**src/rtl/counter_ctrl_pkg.sv**
```systemverilog
// -----------------------------------------------------------------------------
// counter_ctrl_pkg
// Shared types and constants for the counter command controller.
//   cmd_op_e     : host command encoding (NOP / LOAD / UP / DOWN)
//   ctrl_state_e : controller FSM states
//   DEF_WIDTH    : default counter data width
// -----------------------------------------------------------------------------
package counter_ctrl_pkg;

    localparam int DEF_WIDTH = 8;

    typedef enum logic [1:0] {
        OP_NOP  = 2'd0,
        OP_LOAD = 2'd1,
        OP_UP   = 2'd2,
        OP_DOWN = 2'd3
    } cmd_op_e;

    typedef enum logic [2:0] {
        ST_IDLE   = 3'd0,
        ST_LOAD   = 3'd1,
        ST_RUN    = 3'd2,
        ST_SETTLE = 3'd3,
        ST_RESP   = 3'd4
    } ctrl_state_e;

endpackage : counter_ctrl_pkg

```
**src/rtl/counter_ref_model.sv**
```systemverilog
// -----------------------------------------------------------------------------
// counter_ref_model
// Expected-value register mirroring the up/down counter behaviour: load has
// priority over inc/dec, inc/dec wrap modulo 2^WIDTH, reset value is 0.
// Ports:
//   clk     : clock, rising edge
//   reset   : asynchronous active-low reset
//   load_i  : load data_i into the model
//   inc_i   : add one (wrapping)
//   dec_i   : subtract one (wrapping)
//   data_i  : load value
//   value_o : current expected counter value
// -----------------------------------------------------------------------------
module counter_ref_model
    import counter_ctrl_pkg::*;
#(
    parameter int WIDTH = DEF_WIDTH
) (
    input  logic             clk,
    input  logic             reset,
    input  logic             load_i,
    input  logic             inc_i,
    input  logic             dec_i,
    input  logic [WIDTH-1:0] data_i,
    output logic [WIDTH-1:0] value_o
);

    logic [WIDTH-1:0] value_q;

    always_ff @(posedge clk or negedge reset) begin
        if (!reset) begin
            value_q <= '0;
        end else if (load_i) begin
            value_q <= data_i;
        end else if (inc_i) begin
            value_q <= value_q + WIDTH'(1);
        end else if (dec_i) begin
            value_q <= value_q - WIDTH'(1);
        end
    end

    assign value_o = value_q;

endmodule : counter_ref_model

```
**src/rtl/counter_cmd_ctrl.sv**
```systemverilog
// -----------------------------------------------------------------------------
// counter_cmd_ctrl
// Command-driven controller for the up/down counter. Accepts LOAD/UP/DOWN/NOP
// over valid/ready, drives the counter pins cycle-accurately, reads back the
// counter output and returns it with the expected value and a mismatch flag.
// Ports:
//   clk, reset                 : clock / async active-low reset (shared with counter)
//   cmd_valid/ready/op/arg     : command channel (arg = load value or step count)
//   rsp_valid/ready            : response handshake
//   rsp_value/expected/mismatch: observed value, model value, inequality flag
//   err_cnt                    : saturating count of mismatching responses
//   ctr_data_in/load/enable/up_down : counter control pins
//   ctr_data_out               : counter registered output
// -----------------------------------------------------------------------------
module counter_cmd_ctrl
    import counter_ctrl_pkg::*;
#(
    parameter int WIDTH = DEF_WIDTH,
    parameter int ERR_W = 8
) (
    input  logic             clk,
    input  logic             reset,
    input  logic             cmd_valid,
    output logic             cmd_ready,
    input  logic [1:0]       cmd_op,
    input  logic [WIDTH-1:0] cmd_arg,
    output logic             rsp_valid,
    input  logic             rsp_ready,
    output logic [WIDTH-1:0] rsp_value,
    output logic [WIDTH-1:0] rsp_expected,
    output logic             rsp_mismatch,
    output logic [ERR_W-1:0] err_cnt,
    output logic [WIDTH-1:0] ctr_data_in,
    output logic             ctr_load,
    output logic             ctr_enable,
    output logic             ctr_up_down,
    input  logic [WIDTH-1:0] ctr_data_out
);

    function automatic logic [ERR_W-1:0] sat_inc(input logic [ERR_W-1:0] v);
        return (&v) ? v : v + ERR_W'(1);
    endfunction

    ctrl_state_e      state_q;
    logic [WIDTH-1:0] step_q;
    logic             cmd_ready_q;
    logic             rsp_valid_q;
    logic [WIDTH-1:0] rsp_value_q;
    logic [WIDTH-1:0] rsp_expected_q;
    logic             rsp_mismatch_q;
    logic [ERR_W-1:0] err_cnt_q;
    logic [WIDTH-1:0] ctr_data_in_q;
    logic             ctr_load_q;
    logic             ctr_enable_q;
    logic             ctr_up_down_q;

    logic [WIDTH-1:0] exp_value;
    logic             mismatch_d;
    cmd_op_e          op;

    assign op         = cmd_op_e'(cmd_op);
    assign mismatch_d = (ctr_data_out != exp_value);

    // The model follows the same registered control pins the counter samples,
    // so both change on the same edges and agree by construction.
    counter_ref_model #(
        .WIDTH (WIDTH)
    ) u_ref (
        .clk     (clk),
        .reset   (reset),
        .load_i  (ctr_load_q),
        .inc_i   (ctr_enable_q & ctr_up_down_q),
        .dec_i   (ctr_enable_q & ~ctr_up_down_q),
        .data_i  (ctr_data_in_q),
        .value_o (exp_value)
    );

    // Counter controls are registered and set on the edge that enters
    // LOAD/RUN, so they are high exactly while the FSM sits in that state.
    always_ff @(posedge clk or negedge reset) begin
        if (!reset) begin
            state_q        <= ST_IDLE;
            step_q         <= '0;
            cmd_ready_q    <= 1'b1;
            rsp_valid_q    <= 1'b0;
            rsp_value_q    <= '0;
            rsp_expected_q <= '0;
            rsp_mismatch_q <= 1'b0;
            err_cnt_q      <= '0;
            ctr_data_in_q  <= '0;
            ctr_load_q     <= 1'b0;
            ctr_enable_q   <= 1'b0;
            ctr_up_down_q  <= 1'b0;
        end else begin
            case (state_q)
                ST_IDLE: begin
                    if (cmd_valid && cmd_ready_q) begin
                        cmd_ready_q <= 1'b0;
                        case (op)
                            OP_LOAD: begin
                                state_q       <= ST_LOAD;
                                ctr_load_q    <= 1'b1;
                                ctr_data_in_q <= cmd_arg;
                            end
                            OP_UP, OP_DOWN: begin
                                if (cmd_arg != '0) begin
                                    state_q       <= ST_RUN;
                                    step_q        <= cmd_arg;
                                    ctr_enable_q  <= 1'b1;
                                    ctr_up_down_q <= (op == OP_UP);
                                end else begin
                                    state_q <= ST_SETTLE;
                                end
                            end
                            default: state_q <= ST_SETTLE;
                        endcase
                    end
                end
                ST_LOAD: begin
                    ctr_load_q    <= 1'b0;
                    ctr_data_in_q <= '0;
                    state_q       <= ST_SETTLE;
                end
                ST_RUN: begin
                    step_q <= step_q - WIDTH'(1);
                    if (step_q == WIDTH'(1)) begin
                        ctr_enable_q  <= 1'b0;
                        ctr_up_down_q <= 1'b0;
                        state_q       <= ST_SETTLE;
                    end
                end
                ST_SETTLE: begin
                    // Counter output already reflects the last sampled control.
                    rsp_value_q    <= ctr_data_out;
                    rsp_expected_q <= exp_value;
                    rsp_mismatch_q <= mismatch_d;
                    if (mismatch_d) begin
                        err_cnt_q <= sat_inc(err_cnt_q);
                    end
                    rsp_valid_q <= 1'b1;
                    state_q     <= ST_RESP;
                end
                ST_RESP: begin
                    if (rsp_ready) begin
                        rsp_valid_q <= 1'b0;
                        cmd_ready_q <= 1'b1;
                        state_q     <= ST_IDLE;
                    end
                end
                default: begin
                    state_q       <= ST_IDLE;
                    cmd_ready_q   <= 1'b1;
                    rsp_valid_q   <= 1'b0;
                    ctr_load_q    <= 1'b0;
                    ctr_enable_q  <= 1'b0;
                    ctr_up_down_q <= 1'b0;
                    ctr_data_in_q <= '0;
                end
            endcase
        end
    end

    assign cmd_ready    = cmd_ready_q;
    assign rsp_valid    = rsp_valid_q;
    assign rsp_value    = rsp_value_q;
    assign rsp_expected = rsp_expected_q;
    assign rsp_mismatch = rsp_mismatch_q;
    assign err_cnt      = err_cnt_q;
    assign ctr_data_in  = ctr_data_in_q;
    assign ctr_load     = ctr_load_q;
    assign ctr_enable   = ctr_enable_q;
    assign ctr_up_down  = ctr_up_down_q;

endmodule : counter_cmd_ctrl

```
**config.mk**
```make
export PLATFORM = sky130hd
export DESIGN_NAME = counter_cmd_ctrl
export DESIGN_NICKNAME = d
export VERILOG_FILES = /design/src/rtl/counter_ctrl_pkg.sv /design/src/rtl/counter_ref_model.sv /design/src/rtl/counter_cmd_ctrl.sv
export SDC_FILE = /design/constraint.sdc
export NUM_CORES = 1
export LEC_CHECK = 0
export BUFFER_PORTS_ARGS = -buffer_cell sky130_fd_sc_hd__buf_4
export CAP_MARGIN = 20
export CORE_ASPECT_RATIO = 0.7
export CORE_MARGIN = 5
export CORE_UTILIZATION = 48
export CTS_BUF_LIST = sky130_fd_sc_hd__clkbuf_8
export CTS_CLUSTER_DIAMETER = 120
export DETAILED_ROUTE_END_ITERATION = 8
export GPL_TIMING_DRIVEN = 0
export PLACE_DENSITY_LB_ADDON = 0.2
export SYNTH_ARGS = -nofsm -noshare
export SYNTH_HDL_FRONTEND = slang
export SYNTH_HIERARCHICAL = 1
export SYNTH_SLANG_ARGS = --single-unit
```
**constraint.sdc**
```tcl
create_clock -name clk -period 3 [get_ports clk]
set_input_delay 0.3 -clock clk [delete_from_list [all_inputs] [get_ports clk]]
set_output_delay 0.3 -clock clk [all_outputs]
set_load 0.05 [all_outputs]
```
=== Word level (Yosys, flattened, before mapping) ===
Cells that the tools add are included.

* $add $sub $neg: 4
* Eq/ne operators: 15
* Muxes and demuxes: 33
* Bitwise operators: 8
* Reduce and logical (&&, ||, !) cells: 18

{| class="wikitable"
|+ Operators by type and width
! operator !! number
|-
| $mux 8 || 8
|-
| $pmux 8 s2 || 2
|-
| $add 8x1->8 const B || 2
|-
| $sub 8x1->8 const B || 2
|-
| $pmux 3 s5 || 1
|-
| $mux 1 || 13
|-
| $pmux 1 s3 || 4
|-
| $reduce_and 3->1 || 4
|-
| $reduce_or 3->1 || 4
|-
| $mux 3 || 3
|-
| $eq 8x1->1 const B || 1
|-
| $ne 2x2->1 const B || 4
|-
| $ne 8x8->1 || 1
|-
| $reduce_and 8->1 || 1
|-
| $reduce_bool 8->1 || 1
|-
| $eq 3x2->1 const B || 2
|-
| $not 1->1 || 6
|-
| $reduce_and 5->1 || 1
|-
| $eq 2x2->1 const B || 2
|-
| $ne 2x1->1 const B || 2
|-
| $pmux 2 s2 || 1
|-
| $reduce_and 4->1 || 1
|-
| $eq 3x1->1 const B || 1
|-
| $eq 3x3->1 const B || 1
|-
| other kinds (9) || 10
|}

* Register bits after elaboration: 57
* Bits of input ports: 22
* Output and inout bits: 38

=== Logic depth before layout (Yosys ltp) ===
* Depth in word-level cells: 5
* Mapped depth: 8
* Mapped depth without buffers: 8

=== Cells and area by module ===
The synthesis kept the hierarchy.

{| class="wikitable"
|+ By module, submodules not included
! module !! times used !! cells each !! area an instance (um^2) !! seq. area each (um^2)
|-
| counter_cmd_ctrl || 1 || 240 || 2478.6 || 1227.4
|-
| counter_ref_model || 1 || 76 || 678.2 || 200.2
|}

=== Worst setup path before layout ===
Ideal clock, no wire load.

* Kind: register to register
* Start point: register ctr_up_down_q, in the netlist ctr_up_down
* End point: register u_ref.value_q[7], in the netlist u_ref/value_o[7]
* Data arrival time: 2547 ps
* Required time: 2908 ps
* Slack: 361 ps
* Cell stages (with the launch flop): 9
* Buffers on the path: 0
* Cell sequence: dfrtp_1 and2_1 inv_1 ha_1 a211oi_2 nor3_1 or4_4 and4_4 o31ai_2

* Word-level cells in the longest chain between the ends: 3

{| class="wikitable"
|+ Ends and longest elaborated chain
! what !! line !! RTL
|-
| start: declaration || counter_cmd_ctrl.sv:55 || <nowiki>logic ctr_up_down_q;</nowiki>
|-
| start signal: assignment || counter_cmd_ctrl.sv:110 || <nowiki>ctr_up_down_q <= (op == OP_UP);</nowiki>
|-
| $and 1x1->1 / $not 1->1 (equally long branches) || counter_cmd_ctrl.sv:72, counter_cmd_ctrl.sv:73 ||
|-
| $mux 8 / $and 1x1->1 (equally long branches) || counter_ref_model.sv:35, counter_cmd_ctrl.sv:73 ||
|-
| $mux 8 / $reduce_bool 3->1 (equally long branches) || - ||
|-
| end signal: assignment || counter_ref_model.sv:34 || <nowiki>value_q <= data_i;</nowiki>
|-
| end signal: assignment || counter_ref_model.sv:36 || <nowiki>value_q <= value_q + WIDTH'(1);</nowiki>
|-
| end signal: assignment || counter_ref_model.sv:38 || <nowiki>value_q <= value_q - WIDTH'(1);</nowiki>
|-
| end: declaration || counter_ref_model.sv:28 || <nowiki>logic [WIDTH-1:0] value_q;</nowiki>
|}

Parallel ways exist; a longest one is shown, timed or not.
A chain may end at the register's enable or synchronous reset.

=== Final worst setup path ===
Same ends and word-level chain as after synthesis.

==> results.txt <==
Counting every net in the synthesized netlist gives 348. In this run, synthesis inferred 0 flip-flops with an integrated enable. The run gives 0.5006 as the effective utilization at floorplan. The detailed router finished its first iteration with 141 violations.

Detailed placement ended at an HPWL of 5448 µm. For this design the static power due to leakage is 1.768 nW. The count of nets left with antenna violations once routing finished came out at 0.

Time the final worst path needs with I/O delays and setup: 2.513 ns. Setup violations remaining at the end of the flow were counted as 0. Power spread over the standard cell area amounts to 1313 nW/µm². The run gives 2523 as the via count of the first global-routing pass. The share of cells above drive strength 1 was 0.3095; the required time at the worst-slack endpoint was 3.25 ns. The min-delay analysis places its worst path in the category primary input to async pin. The worst setup path is launched from a register.

Summing over every cut layer, the via total after detailed routing is 2589. The area of the core is 6306 µm², and the area added between synthesis and finish is 23.94%. For the worst-case vdd ir drop, the log shows 0.7995 mV. After detailed routing, the number of remaining DRC violations is 0. dfrtp_1 takes more of the synthesized area than any other cell. Once the clock tree was built, the setup fixing pass inserted 0 buffers.

In this run the horizontal extent of the chip is 106.9 µm. The tools report the final-report max-slew violation count as 0. The die covers 8325 µm². The number of rows in the core area came out at 24.

Each instance of the synthesized netlist takes up on average 9.990 µm². Routability-driven placement finished with a final weighted congestion of 0.8306. The area of combinational cells with multiple inputs came out at 1625 µm².

The cell at the root of the clock tree was clkbuf_8. The maximum frequency from static timing analysis came out at 398.0 MHz. The aggregate global-route resource usage was 0.1855. For this design, the sink count on the clock tree is 57. The design draws 5.137 mW. The tools report the clock skew as 0.01460 ns. The logs give 4 for the number of iterations in the first detailed-routing pass and 0.4522 for the share of the yosys chip area belonging to registers. Setup repair after global routing left no endpoint under its margin. During synthesis, Yosys emitted a total of 6 warnings.

The tools report the total negative setup slack as 0 ns. By startpoint and endpoint, the worst setup path is classified as register to register. The final critical-path share of the clock period is 0.8375, and the setup slack of the worst register-to-register path is 0.49 ns. Fraction of synthesis flops using an asynchronous set or reset pin: 1.000. In this run, distinct cell masters in the synthesized netlist total 60.

After clock tree synthesis, the flow added hold-fix buffers numbering 0. The run finished with clean final reports. The layout has 562 filler cells. The number of antenna violations at the first check in global routing came out at 0. For the pin with the worst max-slew slack, the measured transition is 0.7397 ns. The total of flip-flops plus latches after synthesis was 57.

In this run the tool buffered the top-level ports with 59 buffer cells. After clock tree synthesis, the clock-pin slew on the worst setup and hold paths is 0.07 ns. After technology mapping, the gate count stands at 316. The antenna diode count is 0. Data on the critical path arrives at its endpoint at 2.76 ns. In the synthesized netlist the dominant register cell turns out to be dfrtp_1. For this design the top-level I/O count stands at 60. After detailed routing, the total wire length is 7284 µm. Clock latency on the worst-skew pair, taken at its later pin, is 0.34 ns.

In this run the deepest clock path goes through 2 buffers. Dividing the detail-routed via count by the number of cells gives 5.520. The quantity of gates resized following cts came out at 0. The H-tree was split into 3 levels. By area the synthesized netlist is led by dfrtp_1 44%, mux2_2 7.5%, nand2_1 5.0%. Buffers inserted during clock tree synthesis total 9. For the final core utilization, the log shows 0.6204. The total grt overflow was 0.

TritonCTS built the clock tree. Number of max-cap violations: 0. After synthesis the cells add up to 3157 µm². Top cell type's share of synthesized area: 0.4439. The die height came out at 77.85 µm.

The tools report the area taken by flip-flops and latches as 1428 µm². The critical path capture point type is a register. The remaining max-slew budget at the tightest pin was 0.5069. Entering global routing, the biggest net connects 58 pins. The first global-routing pass estimated 12210 µm of wire. After detailed routing, the average wire length per cell comes to 15.53 µm. For the number of hold violations in the final report, the log shows 0. The worst-path maximum fanout was 7. At the end of the flow, the number of nets in the layout was 418.
==> synth_stat cells, types with 3 or more instances <==
| master | n |
|---|---|
| a21oi_1 | 19 |
| a31oi_1 | 3 |
| buf_1 | 3 |
| buf_4 | 3 |
| clkbuf_1 | 3 |
| dfrtp_1 | 56 |
| ha_1 | 9 |
| inv_1 | 10 |
| mux2_2 | 21 |
| nand2_1 | 42 |
| nand2b_1 | 3 |
| nand3_1 | 13 |
| nor2_1 | 18 |
| nor2b_1 | 3 |
| nor3_1 | 8 |
| nor4_1 | 3 |
| o211ai_1 | 3 |
| o21ai_0 | 16 |
| o21ai_1 | 8 |
| o22a_1 | 3 |
| xnor2_1 | 6 |
| xor2_1 | 12 |
==> routing by layer <==
layer | global-route usage | share of wire
met5 | 0 | 0
met4 | 0.05109 | 0.0093
met3 | 0.06468 | 0.069
met2 | 0.2657 | 0.41
met1 | 0.2664 | 0.51
==> cell type report <==
cell class | count | share of cell area
sequential | 57 | 0.3649
inverter | 10 | 0.009594
buffer | 12 | 0.01695
multi-input combinational | 237 | 0.4154
clock inverter | 4 | 0.01279
clock buffer | 12 | 0.04221
tap | 78 | 0.02494
timing repair buffer | 59 | 0.1132
==> cells in the final DEF (no fill, tap or decap), drive strengths merged, types with 2 or more instances in the layout <==
cell type,count
buf,68
mux2,23
o211ai,3
a21oi,19
xnor2,6
nor2b,3
nand4,2
nor4,6
nand3,13
a211oi,3
a221oi,2
inv,10
o21bai,2
clkbuf,15
nor2,20
a21o,2
o22ai,3
clkinvlp,2
a32oi,2
o22a,3
and2,2
dfrtp,56
nand2b,3
nand2,43
a31oi,3
nor3,10
o221a,2
ha,9
o21ai,24
or4,2
and3,2
xor2,12
and4,2
==> through the flow <==
stage | std cells | cell area, µm² | hold slack, ns | setup slack, ns
after floorplan | 316 | 3157 | 0.004409 | 0.3610
after global placement | 453 | 3697 | 0.4092 | 0.5559
after detailed placement | 453 | 3697 | 0.4195 | 0.4874
after CTS | 469 | 3913 | 0.04025 | 0.4761
after global routing | 469 | 3913 | 0.08749 | 0.3282
final | 469 | 3913 | 0.007748 | 0.4875
==> cells by family after synthesis <==
group | share of synthesized area
xor gates and xnor gates | 0.04994
adders and majority gates | 0.04201
AOI/OAI and AO/OA | 0.1514
buffers and inverters | 0.03290
and+or+nand+nor | 0.1851
muxes | 0.08640
DFF | 0.4522
==> worst max-delay path, cell delays in order, from the launching register on <==
cell and delay [ns]:
dfrtp_1 0.40, and2_1 0.27, inv_1 0.20, ha_1 0.37, a211oi_2 0.24, nor3_1 0.11, or4_4 0.49, and4_4 0.19
o31ai_2 0.16
==> path summary, 6_finish.rpt <==
path	from	end	cells after the start
max	ctr_up_down	u_ref/value_o[7]	8
min	reset	rsp_value[0]	1
max reg2reg	ctr_up_down	u_ref/value_o[7]	8
min reg2reg	err_cnt[4]	err_cnt[4]	1
max in group asynchronous	reset	u_ref/value_o[1]	1
min in group clk	rsp_ready	cmd_ready	3
==> report_power, final <==
group	total [mW]	switching [mW]	internal [mW]
Clock	0.766	0.316	0.450
Sequential	1.46	0.336	1.12
Combinational	2.91	1.82	1.09
Total	5.14	2.48	2.66
==> registers in the layout (all words and copies together) (netlist names), 3 cells and up <==
| name | flops |
|---|---|
| rsp_value | 8 |
| state_q | 3 |
| u_ref/value_o | 8 |
| rsp_expected | 8 |
| step_q | 8 |
| ctr_data_in | 8 |
| err_cnt | 8 |
Power figures use the tool's default switching activity.
